===== config.mk =====
export PLATFORM = sky130hd
export DESIGN_NAME = regfile_2r1w
export DESIGN_NICKNAME = d
export VERILOG_FILES = /design/src/rtl/regfile_2r1w.sv
export SDC_FILE = /design/constraint.sdc
export NUM_CORES = 2
export LEC_CHECK = 0
export CORE_MARGIN = 3
export CORE_UTILIZATION = 31
export DETAILED_ROUTE_END_ITERATION = 16
export PLACE_DENSITY = 0.57
export SYNTH_ARGS = -nofsm -noshare
export SYNTH_HDL_FRONTEND = slang
export SYNTH_SLANG_ARGS = --single-unit

===== constraint.sdc =====
create_clock -name clk -period 2 [get_ports clk]
set_clock_uncertainty 0.1 [all_clocks]
set_input_delay 0.4 -clock clk [delete_from_list [all_inputs] [get_ports clk]]
set_output_delay 0.4 -clock clk [all_outputs]
set_load 0.02 [all_outputs]

===== src/rtl/regfile_2r1w.sv =====
// regfile_2r1w: DEPTH x WIDTH flop-based register file with two registered
// read ports and one write port. Optional hardwired zero register and
// optional same-edge write-to-read forwarding.
//
// Read handshake: a read request is ren_x=1 with raddr_x at a rising edge.
// There is no ready; every request is served. rvalid_x is high for exactly
// the cycle after each requesting edge. rdata_x is meaningful while rvalid_x
// is high and holds its last value otherwise.
module regfile_2r1w #(
    parameter int WIDTH    = 32,
    parameter int DEPTH    = 32,
    parameter int ZERO_REG = 1,
    parameter int BYPASS   = 1,
    localparam int AW      = $clog2(DEPTH)
) (
    input  logic             clk,
    input  logic             rst_n,
    input  logic             we,
    input  logic [AW-1:0]    waddr,
    input  logic [WIDTH-1:0] wdata,
    input  logic             ren_a,
    input  logic [AW-1:0]    raddr_a,
    output logic [WIDTH-1:0] rdata_a,
    output logic             rvalid_a,
    input  logic             ren_b,
    input  logic [AW-1:0]    raddr_b,
    output logic [WIDTH-1:0] rdata_b,
    output logic             rvalid_b
);

    // DEPTH in address width plus one bit, so DEPTH=2**AW still compares correctly.
    localparam logic [AW:0] DEPTH_W = (AW + 1)'(DEPTH);

    logic [WIDTH-1:0] mem_q [DEPTH];
    logic [WIDTH-1:0] mem_d [DEPTH];
    logic             wr_ok;

    // Index 0 is port A, index 1 is port B.
    logic [1:0]            ren;
    logic [1:0][AW-1:0]    raddr;
    logic [1:0][WIDTH-1:0] rdata_q;
    logic [1:0][WIDTH-1:0] rdata_d;
    logic [1:0]            rvalid_q;
    logic [1:0]            rvalid_d;

    assign ren   = {ren_b, ren_a};
    assign raddr = {raddr_b, raddr_a};

    assign rdata_a  = rdata_q[0];
    assign rdata_b  = rdata_q[1];
    assign rvalid_a = rvalid_q[0];
    assign rvalid_b = rvalid_q[1];

    // A write lands only for an in-range address that is not the hardwired zero register.
    always_comb begin
        wr_ok = we && ({1'b0, waddr} < DEPTH_W) && !((ZERO_REG != 0) && (waddr == '0));
    end

    // Next storage contents: unchanged except the accepted write target.
    always_comb begin
        for (int i = 0; i < DEPTH; i++) begin
            mem_d[i] = mem_q[i];
        end
        if (wr_ok) begin
            mem_d[waddr] = wdata;
        end
    end

    // Read-port next state: out-of-range and zero register read 0, forwarding beats storage.
    always_comb begin
        rdata_d  = rdata_q;
        rvalid_d = ren;
        for (int p = 0; p < 2; p++) begin
            if (ren[p]) begin
                if ({1'b0, raddr[p]} >= DEPTH_W) begin
                    rdata_d[p] = '0;
                end else if ((ZERO_REG != 0) && (raddr[p] == '0)) begin
                    rdata_d[p] = '0;
                end else if ((BYPASS != 0) && wr_ok && (waddr == raddr[p])) begin
                    rdata_d[p] = wdata;
                end else begin
                    rdata_d[p] = mem_q[raddr[p]];
                end
            end
        end
    end

    // State update; asynchronous reset clears every entry and both read ports.
    always_ff @(posedge clk or negedge rst_n) begin
        if (!rst_n) begin
            for (int i = 0; i < DEPTH; i++) begin
                mem_q[i] <= '0;
            end
            rdata_q  <= '0;
            rvalid_q <= '0;
        end else begin
            mem_q    <= mem_d;
            rdata_q  <= rdata_d;
            rvalid_q <= rvalid_d;
        end
    end

endmodule


# Word-level counts from Yosys, hierarchy flattened
# Index checks and enable logic that the tools add are counted.
[op_classes]
magnitude_cmp = 4
n_eq_ne = 2
mux = 13
n_bitwise = 3
reduce_logical = 8
[op_table]
columns = ["cell", "n"]
rows = [
  ["1024-bit bitwise mux", 1],
  ["32-bit binary-select mux with 5-bit select", 2],
  ["32-bit 2-to-1 mux", 9],
  ["32-bit demux with 5-bit select", 1],
  ["6-bit >= comparator (second input constant)", 3],
  ["5-bit NOT with 6-bit output", 3],
  ["5-bit logical NOT", 3],
  ["5-bit == test", 2],
  ["6-bit by 1-bit < comparator with 1-bit output (second input constant)", 1],
  ["1-bit logical AND", 4],
  ["1-bit logical NOT", 1],
]
[totals]
reg_bits = 1090
input_bits = 52
out_inout_bits = 66
elab_cells = 65

# Longest topological paths before layout
[depth]
word_depth = 6
mapped_depth = 9
mapped_depth_nobuf = 5

# Worst setup path before layout
# No wires, ideal clock.
[synth_path]
path_type = "input-to-reg"
start = "in raddr_a[0]"
end = "reg rdata_q (netlist bit rdata_a[10])"
setup_ns = 0.120
t_arrival_ns = 1.893
required_time_ns = 1.780
slack_ns = -0.113
cell_stages = 6
path_buffers = 3
path_cell_list = "buf_6 > buf_6 > buf_2 > mux4_2 > o22a_1 > a41o_1"
[synth_between]
elab_chain_cells = 6
elab_cells_between_ends = 9
classes_between = "eq/ne (1); mux (5); bitwise (1); reduce/logical (2)"
[synth_lines]
columns = ["element", "line", "text"]
rows = [
  ["start, declared", "22", "input logic [AW-1:0] raddr_a,"],
  ["5-bit NOT with 6-bit output (implied by the code)", "82", "rdata_d[p] = mem_q[raddr[p]];"],
  ["32-bit binary-select mux with 5-bit select", "82", ""],
  ["32-bit 2-to-1 mux (implied by the code) (2 in a row)", "82", ""],
  ["32-bit 2-to-1 mux", "79", "end else if ((BYPASS != 0) && wr_ok && (waddr == raddr[p])) begin"],
  ["32-bit 2-to-1 mux *", "77", "end else if ((ZERO_REG != 0) && (raddr[p] == '0)) begin"],
  ["end signal, assigned", "98", "rdata_q <= rdata_d;"],
  ["end, declared", "41", "logic [1:0][WIDTH-1:0] rdata_q;"],
]
# Every way passes the cells marked *; elsewhere a longest branch is shown, timed or not. The select of a mux whose other input is x is not followed.
# A chain may end at the register's enable or synchronous reset.

# Worst setup path after layout
[layout_path]
start = "reg rdata_q (netlist bit rdata_b[17])"
end = "out rdata_b[17]"
[layout_lines]
columns = ["element", "line", "text"]
rows = [
  ["end, declared", "27", "output logic [WIDTH-1:0] rdata_b,"],
]
# No word-level cell between the ends.

==> metrics.yaml <==
timing:
  maxClockFrequency_mhz: 513
  hold_violations: 0
  relSlewSlack: 0.586
  hold_ws_ns: 0.0559
  tightest_slew_ns: 0.619
  period_share: 0.975
  rsz0062_at_grt: "false"
  finalWorstPathRequiredPeriod_ns: 1.95
  setup_viol: 0
  drv_slew: 0
floorplanning:
  ios: 118
  die_x_um: 431
  coreArea_um2: 179000
  dieArea_um2: 186000
  die_h_um: 431
  fp-row-count: 155
  start_util: 0.313
setup_path:
  rr_worst_depth: 6
  path_cells: "buf_2"
  critical-path-max-stage-delay_ns: 0.44
  crit_buf_inv: 1
  r2r_start: "mem_q[29]$_DFFE_PN0P_"
  cp_data_required_time_ns: 1.50
  crit_start: "rdata_b[17]$_DFFE_PN0P_"
  crit_end: "rdata_b[17]"
  crit_path_end_kind: "output pin"
  worstPathArrival_ns: 1.45
  reg2reg_slack_ns: 0.07
  slowest_stage: "dfrtp_2"
  crit_type: "flop to output pin"
  worst_path_dominant_cell_family: "flip-flops"
  cp.depth: 1
  critPathMaxFanout: 2
  rr_endpoint: "rdata_b[29]$_DFFE_PN0P_"
  worst_setup_path_start_kind: "flop"
synthesis:
  synth_cell_types: 51
  synthSimpleGateAreaFrac: 0.0512
  yosys.area.top_type: "dfrtp_1"
  synthAdderAreaFrac: 0
  ys_ff_latch: 1090
  muxShareOfSynthArea: 0.314
  async_flop_share: 1.00
  synth.net_count: 4463
  synth_area_per_cell_um2: 12.7
  synthXorXnorAreaFrac: 0.00156
  ys.warnings.count: 0
  netlist_area_um2: 56000
  synth_top_family_by_area: "multiplexers"
  synth.top_cell.area_share: 0.487
  synth-compound-area-share: 0.106
  synthFlopType: "dfrtp_1"
  synth_edf_count: 0
  synth-seq-area-share: 0.487
  synthCells: 4411
  synth_area_leaders: "dfrtp_1 (49%), mux4_2 (17%), mux2_2 (10%)"
clock_tree:
  clk_pin_slew_ns: 0.06
  numClockSinks: 1090
  cts_tree: "built"
  clk_latency_ns: 0.73
  htreeDepth: 3
  cts_made_buffers: 114
  cts_root_buf: "clkbuf_16"
  cts_buffer_depth: 3
job:
  maxCapViolations: 0
pwr:
  p_leak_nw: 30.0
  p_per_area_nw_per_um2: 961
  vdd_drop_max_v: 0.000696
  total_power_mw: 66.0
place:
  place.gp.congestion: 0.875
  placed_area_um2: 64800
  port_buffers: 117
  hpwlAfterDp_um: 146000
final_layout:
  post-route-util: 0.384
  drive_gt1_frac: 0.379
  nNetsFinal: 4819
  fillCellCount: 16900
  postLayoutCellArea_um2: 68700
  area_growth_pct: 22.7
min_path:
  min_path_type: "input port to flop"
  hp-start: "ren_b"
drt:
  wl_um: 209000
  drt_iter0_drc: 3861
  wl_per_cell_um: 28.9
  vias: 41100
  first_pass_iters: 5
  drc: 0
  postRouteAntennaNets: 0
  via_per_inst: 5.69
global_route:
  grt_pass1_vias: 42300
  grt_max_degree: 72
  grt.total_usage: 0.224
  globalRouteOverflowTotal: 0
  grt_pass1_wl_um: 307000
  antenna_found_initial: 3
status:
  status: "finished, final reports clean"
-- synthesized netlist by cell type, types with 5 or more instances --
master,instances
a41o_1,19
a22oi_1,195
nand2_1,594
inv_1,34
buf_2,105
dfrtp_1,1090
mux2_1,13
or2_2,5
nand3_1,10
o22a_1,20
nor2_1,25
o211ai_1,19
mux2_2,499
a21o_1,33
a21oi_1,28
buf_4,40
o22ai_1,52
buf_1,22
o221ai_1,5
buf_6,22
clkbuf_1,261
o21ai_0,519
nand3b_1,5
mux4_2,420
a22o_1,19
o2111ai_1,32
xor2_1,10
nand2b_1,34
mux2i_1,234
-- through the flow --
stage	setup slack (ns)	TNS, ns	std cells
2_1_floorplan	-0.0438	-0.898	4411
3_3_place_gp	-0.668	-472.07	7002
3_5_place_dp	-0.656	-482.64	7002
4_1_cts	0.000165	0	7219
5_1_grt	0.0177	0	7220
6_report	0.0491	0	7220
-- sequential cells by signal, indices dropped and copies added, names as in the netlist --
signal    flops
rdata_a      32
mem_q      1024
rvalid_q      2
rdata_b      32
-- kinds of logic after synthesis --
kind of cell	after synthesis
multiplexers	1166
flip-flops	1090
AO/OA/AOI/OAI	959
AND/OR/NAND/NOR	700
buffers and inverters	486
XOR/XNOR	10
-- cells in the final DEF (no fill, tap or decap), types with 5 or more instances in the layout --
cell / instances
bufinv_16: 11
a21oi_1: 28
nand3_1: 10
mux2_1: 13
o211ai_1: 19
a41o_1: 19
a22oi_1: 195
o22a_1: 20
buf_12: 187
mux2_2: 499
clkbuf_1: 13
clkinv_2: 33
o221ai_1: 5
a21o_1: 33
buf_4: 390
nor2_1: 10
or2_2: 5
mux2i_1: 234
nand2_4: 7
clkbuf_16: 119
a22o_1: 19
buf_2: 42
mux4_2: 420
nor2_4: 18
nand2_2: 8
o21ai_0: 518
nand2_1: 579
clkdlybuf4s50_1: 43
nand3b_1: 5
o22ai_1: 52
clkbuf_8: 31
nand2b_1: 32
inv_1: 33
o2111ai_1: 32
clkdlybuf4s15_2: 14
xor2_1: 10
dfrtp_1: 1058
dfrtp_2: 32
-- cell type report --
class                   count  area (um^2)  share of cell area
diodes                      1         2.50           0.0000364
clock buffers             162         3440              0.0501
clock inverters            51          554             0.00807
inverters                  36          135             0.00197
multi-input cells        2835        26700               0.388
flip-flops and latches   1090        27300               0.398
well taps                2355         2950              0.0429
repair buffers            690         7630               0.111
-- report_power, final --
| part | switching [mW] | internal, mW |
|---|---|---|
| clock network | 9.46 | 13.3 |
| logic | 6.22 | 7.40 |
| registers | 3.44 | 26.2 |
-- worst min-delay path by stage --
| stage | end | slack [ns] | cells past startpoint |
|---|---|---|---|
| floorplan | mem_q[0]$_DFFE_PN0P_ | 0.004 | 0 |
| global placement | mem_q[592]$_DFFE_PN0P_ | 0.17 | 1 |
| detailed placement | mem_q[592]$_DFFE_PN0P_ | 0.17 | 1 |
| CTS | rvalid_q[1]$_DFF_PN0_ | 0.03 | 2 |
| global route | rvalid_q[1]$_DFF_PN0_ | 0.05 | 2 |
| finish | rvalid_q[1]$_DFF_PN0_ | 0.06 | 2 |
-- layer usage --
| metal | share of wire | global-route usage | wire length [um] |
|---|---|---|---|
| met3 | 0.059 | 0.0307 | 12300 |
| met1 | 0.40 | 0.289 | 84200 |
| met5 | 0.000062 | 0 | 13 |
| met2 | 0.47 | 0.363 | 99000 |
| met4 | 0.064 | 0.126 | 13400 |
-- timing repair --
action | CTS | global route
hold endpoints to repair | 590 | 0
endpoints found under the setup margin | 66 | 1
hold buffers | 2 | 0
gates resized for setup | 290 | 1
buffers inserted | 2 | 0
Power figures use the tool's default switching activity.
